--- config.mk ---
export PLATFORM = sky130hd
export DESIGN_NAME = scan_mux
export DESIGN_NICKNAME = d
export VERILOG_FILES = /design/src/rtl/scan_mux.sv
export SDC_FILE = /design/constraint.sdc
export NUM_CORES = 1
export LEC_CHECK = 0
export ABC_AREA = 1
export CAP_MARGIN = 20
export CORE_ASPECT_RATIO = 1.4
export CORE_MARGIN = 1
export CORE_UTILIZATION = 30
export DETAILED_ROUTE_END_ITERATION = 7
export HOLD_SLACK_MARGIN = 0.03
export PLACE_DENSITY = 0.59
export SYNTH_ARGS = -nofsm -noshare
export SYNTH_HDL_FRONTEND = slang
export SYNTH_SLANG_ARGS = --single-unit
--- constraint.sdc ---
create_clock -name clock -period 2.7 [get_ports clock]
set_clock_uncertainty 0.1 [all_clocks]
set_input_delay 0.54 -clock clock [delete_from_list [all_inputs] [get_ports clock]]
set_output_delay 0.54 -clock clock [all_outputs]
set_load 0.01 [all_outputs]
--- src/rtl/scan_mux.sv ---
// scan_mux: registered N-channel selector with manual select and an automatic
// round-robin scan. In scan mode each channel is held for DWELL enabled clocks.
// out and channel are updated on the same edge, so they always agree. strobe
// pulses for one clock whenever channel changes. valid goes high on the first
// enabled edge after clear and stays high until clear is asserted again.
module scan_mux #(
   parameter int WIDTH    = 8,
   parameter int CHANNELS = 4,
   parameter int SEL_W    = 2,
   parameter int DWELL    = 4
) (
   input  logic                      clock,
   input  logic                      clear,
   input  logic                      enable,
   input  logic                      mode,
   input  logic [SEL_W-1:0]          select,
   input  logic                      hold,
   input  logic [CHANNELS*WIDTH-1:0] in_bus,
   output logic [WIDTH-1:0]          out,
   output logic [SEL_W-1:0]          channel,
   output logic                      strobe,
   output logic                      valid
);

   localparam int                CNT_W    = (DWELL > 1) ? $clog2(DWELL) : 1;
   localparam int                NSLOT    = 2 ** SEL_W;
   localparam logic [CNT_W-1:0]  CNT_LAST = CNT_W'(DWELL - 1);
   localparam logic [SEL_W:0]    CH_LIM   = (SEL_W + 1)'(CHANNELS);
   localparam logic [SEL_W-1:0]  CH_LAST  = SEL_W'(CHANNELS - 1);

   logic [CNT_W-1:0] cnt;
   logic [CNT_W-1:0] cnt_next;
   logic [SEL_W-1:0] ch_next;
   logic [WIDTH-1:0] chan_data [NSLOT];

   // Unpack the input bus into an array sized to the full select range.
   // Slots past CHANNELS read as zero, but ch_next never points at them.
   for (genvar k = 0; k < NSLOT; k++) begin : g_slot
      if (k < CHANNELS) begin : g_used
         assign chan_data[k] = in_bus[k*WIDTH +: WIDTH];
      end else begin : g_unused
         assign chan_data[k] = '0;
      end
   end

   // Work out the next channel and the next dwell count from the mode inputs.
   always_comb begin
      cnt_next = cnt;
      ch_next  = channel;
      if (!mode) begin
         cnt_next = '0;
         if ({1'b0, select} < CH_LIM) begin
            ch_next = select;
         end
      end else if (!hold) begin
         if (cnt == CNT_LAST) begin
            cnt_next = '0;
            ch_next  = (channel == CH_LAST) ? '0 : channel + 1'b1;
         end else begin
            cnt_next = cnt + 1'b1;
         end
      end
   end

   // Register the selected data together with its index, the change strobe
   // and the sticky valid flag. When enable is low, state holds and strobe drops.
   always_ff @(posedge clock or negedge clear) begin
      if (!clear) begin
         cnt     <= '0;
         channel <= '0;
         out     <= '0;
         strobe  <= 1'b0;
         valid   <= 1'b0;
      end else if (enable) begin
         cnt     <= cnt_next;
         channel <= ch_next;
         out     <= chan_data[ch_next];
         strobe  <= (ch_next != channel);
         valid   <= 1'b1;
      end else begin
         strobe  <= 1'b0;
      end
   end

endmodule

==> metrics <==
leading post-synthesis cells by cell area=dfrtp_1 33%, nand2_1 22%, nand3_1 16%, inv_1 14%, ha_1 2.3%; Root Driver=clkbuf_8; detailed placer's ending HPWL=2090 um; width of the chip=52.4 um; final setup TNS=0 ps; antenna violations before repair=0; CTS Buffer Depth=2; element type at the critical path end=register; count of port buffers added during placement=50; IO Count=51; DRC Markers=0; area of the core region=0.00338 mm^2; post-CTS clock slew at the launch and capture registers of the worst setup and hold paths=60 ps; sequential cell fraction of total power=35.5%; share of synthesized cell area in and, or, nand and nor gates=43.1%; P_int=524 uW; post-route antenna net violation count=0; vias in the first global route=1,035; area added between synthesis and finish=54.9%; DR vias=1,150; post-CTS sizing=0; area share of the largest cell type after synthesis=32.8%; Vias/cell=4.36; biggest area consumer among synthesized cells=dfrtp_1; sequential cell area in the final layout=350 um^2; netlist area before placement=0.00107 mm^2; overall power=748 uW; clock tree from TritonCTS=yes; Clock H-tree levels=1; count of yosys warnings during synthesis=0; max-cap viol count=0; final-stage net count=266; f_max=509 MHz; combinational share of power=37.8%; PD cells=452 mW/mm^2; largest net degree at the start of global routing=19; dominant combinational cell family by area after synthesis=simple AND/OR/NAND/NOR gates; xor and xnor area share after synthesis=0.821%; post-synthesis sequential area ratio=32.8%; wire length per cell after detailed routing=9.78 um; IR Drop Worst-Case VDD=0.290 mV; Antenna Cells=0; Arr. time, crit path=2000 ps; # fillers=354; Req. time, crit path=2730 ps; average cell area after synthesis=6.17 um^2; flip-flop and latch count after synthesis=14; count of standard-cell rows=25; Post-Synthesis Net Count=214; hold slack=363 ps; actual slew at the worst max-slew pin=594 ps; final RePlAce weighted congestion=0.769; full die area=0.00380 mm^2; met2 Use GR=23.1%; first-pass GRT wire length=4600 um; reported leakage power=0.000909 uW; number of buffers inserted to repair setup after CTS=0; y dimension of the die=72.6 um; fraction of the mapped netlist area in compound gates=2.11%; post-route minimum period=1970 ps; drt initial violations=22; highest net fanout along the worst path=18; clock insertion delay at the later pin of the skew report=240 ps; Final Slew Violations=0; post-synthesis share of cell area spent on full adders, half adders and majority gates=2.34%; Switching Power=223 uW; number of distinct library cells after synthesis=21; Tcrit/Tclk final=72.8%; met3 Resource Use GR=1.88%; detailed-route wire length=2580 um; outcome=finished, final reports clean; CTS hold repair buffers=0; detailed-routing iteration count for the pre-antenna-repair pass=4; GRT busiest layer=met2; power share of the clock group=26.7%; fraction of final layout cells with drive strength greater than 1=5.36%; synthesized instance count=173; kind of launch point of the worst setup path=input port; Overflow after GRT=0; Max-Slew Margin vs Limit=60.3%; RSZ-0062 raised after global routing=false; hold crit path type=register to register; initial core utilization=31.6%; Final Hold Vio Count=0; Multi-input gate area=517 um^2; Crit Path Class=input port to register; aggregate global-route resource usage=15.9%; number of buffers created by CTS=3; Switching Share=29.9%; TritonCTS sink count=14; mux cell area share after synthesis=0%; Final Setup Violations=0; met1 layer usage reported by global route=22.5%
path summary, 6_finish.rpt:
check                                 from      to  slack (ps)  cells after the start
worst max-delay path                  mode  out[1]         730                      9
worst min-delay path                 valid   valid         360                      1
worst max register to register  channel[0]  out[1]         930                     10
worst min register to register       valid   valid         360                      1
max in group asynchronous            clear  out[7]        1540                      1
min in group asynchronous            clear  cnt[1]         570                      1
per-layer routing:
metal	part of all wire [%]	vias to the layer above
li1	-	619
met1	46	487
met2	46	40
met3	5.0	4
met4	2.5	0
met5	0	-
area by class of cell:
type                       count  share of cell area [%]
inverter                      40                    9.08
multi-input combinational    112                    31.3
timing repair buffer          54                    32.1
clock buffer                   4                    3.33
sequential                    14                    21.2
tap                           40                    3.03
power groups by stage:
stage	sequential (uW)	combinational, uW	clock (uW)
global route	270	322	213
global placement	268	284	0
finish	266	282	199
detailed placement	268	285	0
floorplan	278	136	0
CTS	266	285	203
registers in the layout (all words and copies together), names as in the netlist:
signal	count
channel	2
cnt	2
out	8
strobe	1
valid	1
cell usage in the layout, fill, tap and decap left out, types with 2 or more instances in the layout:
cell type,instances
clkbuf_8,4
clkdlybuf4s50_1,50
nor2_1,3
buf_4,4
nand3_1,34
dfrtp_1,14
inv_1,39
nand2_1,62
o21ai_0,2
ha_1,2
metrics by stage:
step           area (um^2)  instances  setup WS [ps]  utilization, %
2_1_floorplan         1070        173           1060               -
3_3_place_gp          1600        260            520            47.3
3_5_place_dp          1600        260            488            47.3
4_1_cts               1650        264            744            48.9
5_1_grt               1650        264            576            48.9
6_report              1650        264            734            48.9
critical path, cell delays in order:
cell and delay [ps]:
clkdlybuf4s50_1 500, or2_0 240, buf_4 200, nand2_4 190
nand2_1 80, nand3_1 80, nand2_1 60, nand2_1 70
nand2_1 50
synthesized netlist by cell type, drive strengths merged:
library cell  count
a21o              1
a21oi             1
buf               5
clkbuf            2
clkinv            1
dfrtp            14
ha                2
inv              39
nand2            63
nand3            35
nor2              4
nor4              1
o21ai             2
or2               2
xnor2             1
kinds of logic (layout without fill, tap and decap cells):
kind of cell             count (synthesis)  in the layout
AND/OR/NAND/NOR                        105            105
buffers and inverters                   47             98
flip-flops                              14             14
AO/OA/AOI/OAI                            4              4
adder cells (fa/ha/maj)                  2              2
XOR/XNOR                                 1              1
(Power assumes the default switching activity.)
